--- config.mk ---
export PLATFORM = sky130hd
export DESIGN_NAME = ws2812b_in_module
export DESIGN_NICKNAME = d
export VERILOG_FILES = /design/src/rtl/ws2812b_in_module_pkg.sv /design/src/rtl/ws2812b_in_module_sync.sv /design/src/rtl/ws2812b_in_module.sv
export SDC_FILE = /design/constraint.sdc
export NUM_CORES = 1
export LEC_CHECK = 0
export BUFFER_PORTS_ARGS = -buffer_cell sky130_fd_sc_hd__clkbuf_2
export CORE_MARGIN = 2
export CORE_UTILIZATION = 58
export DETAILED_ROUTE_END_ITERATION = 16
export PLACE_DENSITY = 0.9
export SETUP_SLACK_MARGIN = 0.5
export SLEW_MARGIN = 20
export SYNTH_ARGS = -nofsm -noshare
export SYNTH_HDL_FRONTEND = slang
export SYNTH_SLANG_ARGS = --single-unit
export TNS_END_PERCENT = 20
--- constraint.sdc ---
create_clock -name clk -period 2.35 [get_ports clk]
set_input_delay 0.705 -clock clk [delete_from_list [all_inputs] [get_ports clk]]
set_output_delay 0.705 -clock clk [all_outputs]
set_load 0.01 [all_outputs]
--- src/rtl/ws2812b_in_module_pkg.sv ---
// Shared WS2812B definitions: word width and receive FSM state encoding.
// The transmit path imports the same package.
package ws2812b_in_module_pkg;

   localparam int WS2812B_WORD_BITS = 24;

   typedef enum logic [1:0] {
      SYNC = 2'd0,
      IDLE = 2'd1,
      HIGH = 2'd2
   } rx_state_e;

endpackage

--- src/rtl/ws2812b_in_module_sync.sv ---
// 2-FF synchronizer for the asynchronous data pin, plus single-cycle
// rise/fall strobes derived from the synchronized level.
module ws2812b_in_sync (
   input  logic clk,
   input  logic resetn,
   input  logic din,
   output logic level,
   output logic rise,
   output logic fall
);

   // [0],[1] are the synchronizer; [2] is the previous synchronized sample
   logic [2:0] sh;

   always_ff @(posedge clk or negedge resetn) begin
      if (!resetn) sh <= '0;
      else         sh <= {sh[1:0], din};
   end

   assign level = sh[1];
   assign rise  = sh[1] & ~sh[2];
   assign fall  = ~sh[1] & sh[2];

endmodule

--- src/rtl/ws2812b_in_module.sv ---
// WS2812B receiver: measures high-pulse widths on the synchronized pin,
// assembles 24-bit words and hands them out over an available/read handshake.
module ws2812b_in_module
   import ws2812b_in_module_pkg::*;
#(
   parameter int CYCLES_THRESHOLD = 4,
   parameter int CYCLES_MAX_HIGH  = 15,
   parameter int CYCLES_RET       = 450
) (
   input  logic        clk,
   input  logic        resetn,
   input  logic        ws2812b_din,
   input  logic        bitstream_read,
   output logic [23:0] bitstream,
   output logic        bitstream_available,
   output logic [7:0]  word_index,
   output logic        frame_done,
   output logic        err_overflow,
   output logic        err_protocol,
   output logic [3:0]  debug_info
);

   localparam int CNT_W = $clog2(CYCLES_RET + 1);
   localparam int BC_W  = $clog2(WS2812B_WORD_BITS);
   localparam logic [CNT_W-1:0] RET_C   = CNT_W'(CYCLES_RET);
   localparam logic [CNT_W-1:0] RET_M1  = CNT_W'(CYCLES_RET - 1);
   localparam logic [CNT_W-1:0] MAXH_M1 = CNT_W'(CYCLES_MAX_HIGH - 1);
   localparam logic [CNT_W-1:0] THR_C   = CNT_W'(CYCLES_THRESHOLD);
   localparam logic [BC_W-1:0]  LAST_BIT = BC_W'(WS2812B_WORD_BITS - 1);
   localparam logic [CNT_W-1:0] ONE_C   = CNT_W'(1);

   logic line, rise, fall;

   ws2812b_in_sync u_sync (
      .clk    (clk),
      .resetn (resetn),
      .din    (ws2812b_din),
      .level  (line),
      .rise   (rise),
      .fall   (fall)
   );

   rx_state_e                     state, state_n;
   logic [CNT_W-1:0]              low_cnt, low_n, high_cnt, high_n;
   logic [BC_W-1:0]               bit_count, bc_n;
   logic [WS2812B_WORD_BITS-2:0]  shreg, sr_n;
   logic [23:0]                   bs_n;
   logic                          av_n, fd_n, eo_n, ep_n, rx_bit;
   logic [7:0]                    wi_n;

   always_ff @(posedge clk or negedge resetn) begin
      if (!resetn) begin
         state               <= SYNC;
         low_cnt             <= '0;
         high_cnt            <= '0;
         bit_count           <= '0;
         shreg               <= '0;
         bitstream           <= '0;
         bitstream_available <= 1'b0;
         word_index          <= '0;
         frame_done          <= 1'b0;
         err_overflow        <= 1'b0;
         err_protocol        <= 1'b0;
      end else begin
         state               <= state_n;
         low_cnt             <= low_n;
         high_cnt            <= high_n;
         bit_count           <= bc_n;
         shreg               <= sr_n;
         bitstream           <= bs_n;
         bitstream_available <= av_n;
         word_index          <= wi_n;
         frame_done          <= fd_n;
         err_overflow        <= eo_n;
         err_protocol        <= ep_n;
      end
   end

   always_comb begin
      state_n = state;
      low_n   = low_cnt;
      high_n  = high_cnt;
      bc_n    = bit_count;
      sr_n    = shreg;
      bs_n    = bitstream;
      av_n    = bitstream_available;
      wi_n    = word_index;
      fd_n    = 1'b0;
      eo_n    = 1'b0;
      ep_n    = 1'b0;
      rx_bit  = (high_cnt >= THR_C);

      if (bitstream_read && bitstream_available) av_n = 1'b0;

      case (state)
         // Wait for a full low gap; low_cnt is left saturated so IDLE
         // does not report a frame end on entry.
         SYNC: begin
            bc_n = '0;
            sr_n = '0;
            if (line) begin
               low_n = '0;
            end else if (low_cnt != RET_C) begin
               low_n = low_cnt + ONE_C;
               if (low_cnt == RET_M1) state_n = IDLE;
            end
         end
         IDLE: begin
            if (rise) begin
               state_n = HIGH;
               high_n  = ONE_C;
            end else if (low_cnt != RET_C) begin
               low_n = low_cnt + ONE_C;
               if (low_cnt == RET_M1) begin
                  fd_n = 1'b1;
                  wi_n = '0;
                  ep_n = (bit_count != '0);
                  bc_n = '0;
                  sr_n = '0;
               end
            end
         end
         HIGH: begin
            if (fall) begin
               state_n = IDLE;
               low_n   = ONE_C;
               if (bit_count == LAST_BIT) begin
                  bc_n = '0;
                  sr_n = '0;
                  // A read landing in the completion cycle frees the slot
                  if (!bitstream_available || bitstream_read) begin
                     bs_n = {shreg, rx_bit};
                     av_n = 1'b1;
                     if (word_index != 8'hFF) wi_n = word_index + 8'd1;
                  end else begin
                     eo_n = 1'b1;
                  end
               end else begin
                  bc_n = bit_count + BC_W'(1);
                  sr_n = {shreg[WS2812B_WORD_BITS-3:0], rx_bit};
               end
            end else if (high_cnt == MAXH_M1) begin
               ep_n    = 1'b1;
               bc_n    = '0;
               sr_n    = '0;
               low_n   = '0;
               state_n = SYNC;
            end else begin
               high_n = high_cnt + ONE_C;
            end
         end
         default: state_n = SYNC;
      endcase
   end

   assign debug_info = {state, (bit_count == '0), bitstream_available};

endmodule

==> flow_summary.html <==
<table>
<tr><th>Metric</th><th>Value</th></tr>
<tr><th colspan="2">Critical path</th></tr>
<tr><td>Depth of the worst register-to-register path</td><td>7</td></tr>
<tr><td>Nature of the critical path endpoint</td><td>register</td></tr>
<tr><td>Type of element launching the critical path</td><td>register</td></tr>
<tr><td>CP Data Arrival Time</td><td>around 2.5 ns</td></tr>
<tr><td>Largest fanout on the critical path</td><td>5</td></tr>
<tr><td>Crit Path Category</td><td>register to register</td></tr>
<tr><td>Endpoint required time on the critical path</td><td>2.66 ns</td></tr>
<tr><td>FF-to-FF setup slack</td><td>0.15 ns</td></tr>
<tr><td>Worst flop-to-flop path endpoint</td><td>word_index[4]</td></tr>
<tr><td>R2R Path Start</td><td>bit_count[0]</td></tr>
<tr><th colspan="2">Detailed routing</th></tr>
<tr><td>Final routed wire length divided by cell count</td><td>23.8 µm</td></tr>
<tr><td>Detail Route Antenna Nets</td><td>0</td></tr>
<tr><td>Post-Route WL</td><td>around 14,000 µm</td></tr>
<tr><td>Detailed Routing Iterations Pass 1</td><td>6</td></tr>
<tr><td>Via-per-instance ratio</td><td>6.82</td></tr>
<tr><td>Final routed DRC violation total</td><td>0</td></tr>
<tr><td>Via count</td><td>4,040</td></tr>
<tr><td>DRT iter0 DRCs</td><td>583</td></tr>
<tr><th colspan="2">Yosys</th></tr>
<tr><td>Top cell type by total area after synthesis</td><td>dfrtp_1</td></tr>
<tr><td>Number of distinct library cells after synthesis</td><td>51</td></tr>
<tr><td>Most common cell in the netlist</td><td>dfrtp_1</td></tr>
<tr><td>Flip-flop cell with the highest count after synthesis</td><td>dfrtp_1</td></tr>
<tr><td>Instance count of the mapped netlist</td><td>~410</td></tr>
<tr><td>Total of warnings raised by yosys</td><td>0</td></tr>
<tr><td>Average size of a mapped cell</td><td>10.1 µm²</td></tr>
<tr><td>Async set-reset flop share out of synthesis</td><td>100%</td></tr>
<tr><td>Sequential area share after synthesis</td><td>52.7%</td></tr>
<tr><td>Net Count, Synth</td><td>424</td></tr>
<tr><td>List of most frequent post-synthesis cells</td><td>87 x dfrtp_1, 74 x nand2_1, 36 x o21ai_0</td></tr>
<tr><td>Dominant cells by area after synthesis</td><td>dfrtp_1 53%, nand2_1 6.7%, mux2_2 6.3%</td></tr>
<tr><td>Number of synthesized flops with an enable pin</td><td>0</td></tr>
<tr><td>Number of synthesized register bits</td><td>87</td></tr>
<tr><td>Post-synthesis cell area</td><td>0.00413 mm²</td></tr>
<tr><td>Area fraction of the dominant cell type after synthesis</td><td>52.7%</td></tr>
<tr><th colspan="2">STA</th></tr>
<tr><td>Fmax</td><td>0.454 GHz</td></tr>
<tr><td>Least-Margin Pin Slew</td><td>0.619 ns</td></tr>
<tr><td>Setup repair after global routing missed its margin</td><td>true</td></tr>
<tr><td>Number of max-slew violations in the final report</td><td>0</td></tr>
<tr><td>Hold_ws</td><td>about 0.22 ns</td></tr>
<tr><td>Final worst path period need</td><td>2.20 ns</td></tr>
<tr><td>Post-Route Skew</td><td>around 0.013 ns</td></tr>
<tr><td>Relative max-transition margin</td><td>58.7%</td></tr>
<tr><td>Final-report hold violation count</td><td>0</td></tr>
<tr><td>Final-layout setup total negative slack</td><td>0 ns</td></tr>
<tr><td>Final setup vio count</td><td>0</td></tr>
<tr><td>Final period utilization</td><td>between 90% and 100%</td></tr>
<tr><td>Worst Slack Setup Final</td><td>roughly 0.15 ns</td></tr>
<tr><th colspan="2">Clock tree</th></tr>
<tr><td>Clk sink count</td><td>between 80 and 90</td></tr>
<tr><td>Maximum number of buffers from clock root to sink</td><td>2</td></tr>
<tr><td>Hold Buf Count CTS</td><td>0</td></tr>
<tr><td>CTS tree</td><td>done</td></tr>
<tr><td>Later-pin clock latency in the skew report</td><td>about 0.38 ns</td></tr>
<tr><td>Root buffer selected by CTS</td><td>clkbuf_8</td></tr>
<tr><td>H-tree levels</td><td>3</td></tr>
<tr><td>Num CTS Buffers</td><td>9</td></tr>
<tr><td>Worst-path clk slew</td><td>0.11 ns</td></tr>
<tr><th colspan="2">Placed design</th></tr>
<tr><td>Detailed placement HPWL</td><td>roughly 6100 µm</td></tr>
<tr><td>Post-detailed-placement cell area</td><td>about 0.0045 mm²</td></tr>
<tr><td>Number of input and output port buffers inserted</td><td>43</td></tr>
<tr><td>Routability congestion estimate</td><td>0.881</td></tr>
<tr><td>Setup Slack @ Placement</td><td>0.127 ns</td></tr>
<tr><td>Number of placed instances, taps included</td><td>539</td></tr>
<tr><th colspan="2">Power</th></tr>
<tr><td>Clock share of power</td><td>40.1%</td></tr>
<tr><td>Leakage dissipation</td><td>2.55 nW</td></tr>
<tr><td>Reported net switching power</td><td>0.717 mW</td></tr>
<tr><td>Share of total power in combinational logic</td><td>under 10%</td></tr>
<tr><td>Total power after layout</td><td>2.67 mW</td></tr>
<tr><td>Switching share of total power</td><td>26.9%</td></tr>
<tr><td>Maximum vdd ir drop</td><td>a little under 0.0006 V</td></tr>
<tr><td>Cell Int Power</td><td>1.95 mW</td></tr>
<tr><td>Sequential power share</td><td>a little under three fifths</td></tr>
<tr><td>Cell Pwr Density</td><td>484 mW/mm²</td></tr>
<tr><th colspan="2">Cells and area</th></tr>
<tr><td>Design Area, Final</td><td>0.00551 mm²</td></tr>
<tr><td>Total inserted antenna cells</td><td>0</td></tr>
<tr><td>FILL cells</td><td>353</td></tr>
<tr><td>Core utilization of the finished layout</td><td>80.6%</td></tr>
<tr><td>Fin nets</td><td>508</td></tr>
<tr><td>Growth of design area from synthesis to finish</td><td>33.5%</td></tr>
<tr><td>Number of standard cells in the layout, taps in and fillers out</td><td>592</td></tr>
<tr><td>Fraction of layout cells with a size suffix above 1</td><td>39.9%</td></tr>
<tr><th colspan="2">Die</th></tr>
<tr><td>Die area</td><td>0.00781 mm²</td></tr>
<tr><td>Core ar.</td><td>0.00683 mm²</td></tr>
<tr><td>Number of top-level pins</td><td>44</td></tr>
<tr><td>Starting Density</td><td>60.4%</td></tr>
<tr><td>X dimension of the die</td><td>88.4 µm</td></tr>
<tr><td>Height of the die</td><td>between 80 and 90 µm</td></tr>
<tr><td>Row count</td><td>30</td></tr>
<tr><th colspan="2">GRT</th></tr>
<tr><td>Number of antenna violations at the first check in global routing</td><td>0</td></tr>
<tr><td>First-pass GRT wire length</td><td>16,100 µm</td></tr>
<tr><td>Total grt overflow</td><td>0</td></tr>
<tr><td>Overall routing resource usage</td><td>27.2%</td></tr>
<tr><td>Maximum number of pins on one net before global-route repair</td><td>35</td></tr>
<tr><td>Via count of the first global-routing pass</td><td>between 3k and 4k</td></tr>
<tr><th colspan="2">Worst hold path</th></tr>
<tr><td>Worst hold path type</td><td>primary input to async pin</td></tr>
<tr><th colspan="2">Run status</th></tr>
<tr><td>Result of the run</td><td>complete, no violations</td></tr>
<tr><th colspan="2">Flow run</th></tr>
<tr><td>Max capacitance violation total</td><td>0</td></tr>
</table>
final cells by class:
type / count / area, µm² / share of cell area (%)
clock inverters: 7 / 75.1 / 1.36
multi-input cells: 291 / 2220 / 40.2
flip-flops and latches: 87 / 2190 / 39.8
inverters: 15 / 68.8 / 1.25
clock buffers: 9 / 124 / 2.25
well taps: 96 / 120 / 2.18
repair buffers: 87 / 712 / 12.9
critical path, stage by stage, from the launching register on:
cell     delay, ns
dfrtp_2       0.40
buf_4         0.13
ha_4          0.14
and4b_2       0.35
o32ai_4       0.14
a211o_4       0.36
or4_4         0.54
nand3_2       0.08
worst max path at each step:
| stage | start | cells after the start | endpoint | slack (ns) |
|---|---|---|---|---|
| detailed placement | bit_count[0] | 6 | word_index[4] | 0.13 |
| CTS | bit_count[0] | 5 | debug_info[1] | 0.15 |
| global placement | bitstream_read | 6 | word_index[4] | 0.26 |
| global route | bit_count[1] | 5 | debug_info[1] | 0.11 |
| floorplan | state[0] | 7 | word_index[4] | 0.48 |
| finish | bit_count[0] | 7 | word_index[4] | 0.15 |
layer usage:
metal / GRT usage, % / vias up / routed length (µm)
met5: 0 / - / 0
met4: 15.7 / 0 / 830
met3: 5.04 / 89 / 1560
met2: 44.9 / 370 / 6760
met1: 33.6 / 1973 / 4960
li1: - / 1608 / -
sequential cells by signal, summed over array words and instances (netlist names), 2 cells and up:
| register | flops |
|---|---|
| bitstream | 24 |
| shreg | 23 |
| high_cnt | 9 |
| low_cnt | 9 |
| word_index | 8 |
| bit_count | 5 |
| u_sync.sh | 3 |
| state | 2 |
power groups by stage:
| stage | clock [mW] | sequential [mW] | combinational (mW) |
|---|---|---|---|
| after floorplan | 0 | 1.54 | 0.0227 |
| after global placement | 0 | 1.54 | 0.0636 |
| after detailed placement | 0 | 1.54 | 0.0659 |
| after CTS | 1.05 | 1.51 | 0.0673 |
| after global routing | 1.13 | 1.52 | 0.0911 |
| final | 1.07 | 1.52 | 0.0815 |
what timing repair did:
item / in CTS / in global routing
pin swaps: 4 / 24
cloned: 1 / 10
endpoints found under the setup margin: 73 / 81
gates resized for setup: 24 / 77
buffers inserted: 7 / 19
cell usage in the layout (no fill, tap or decap), types with 5 or more instances in the layout:
| master | n |
|---|---|
| buf_6 | 5 |
| nand3_1 | 17 |
| o21ai_1 | 8 |
| ha_1 | 8 |
| a21oi_1 | 7 |
| buf_4 | 30 |
| clkbuf_16 | 5 |
| dfrtp_1 | 75 |
| inv_1 | 9 |
| dfrtp_2 | 12 |
| clkbuf_2 | 41 |
| mux2_2 | 23 |
| nand2b_1 | 6 |
| nor2_1 | 23 |
| o21ai_0 | 30 |
| nand2_1 | 71 |
| ha_4 | 5 |
| nand4_1 | 6 |
| clkbuf_8 | 9 |
logic make-up (layout without fill, tap and decap cells):
logic type	Yosys count	in the layout	share of synthesized area [%]
compound gates	81	84	12.2
xor+xnor	5	5	1.06
fa+ha+maj	13	13	3.94
buf+inv	32	118	3.79
flops	87	87	52.7
mux	26	26	7.00
simple gates	163	163	19.2
No activity file was read; power rests on OpenSTA's default activity.
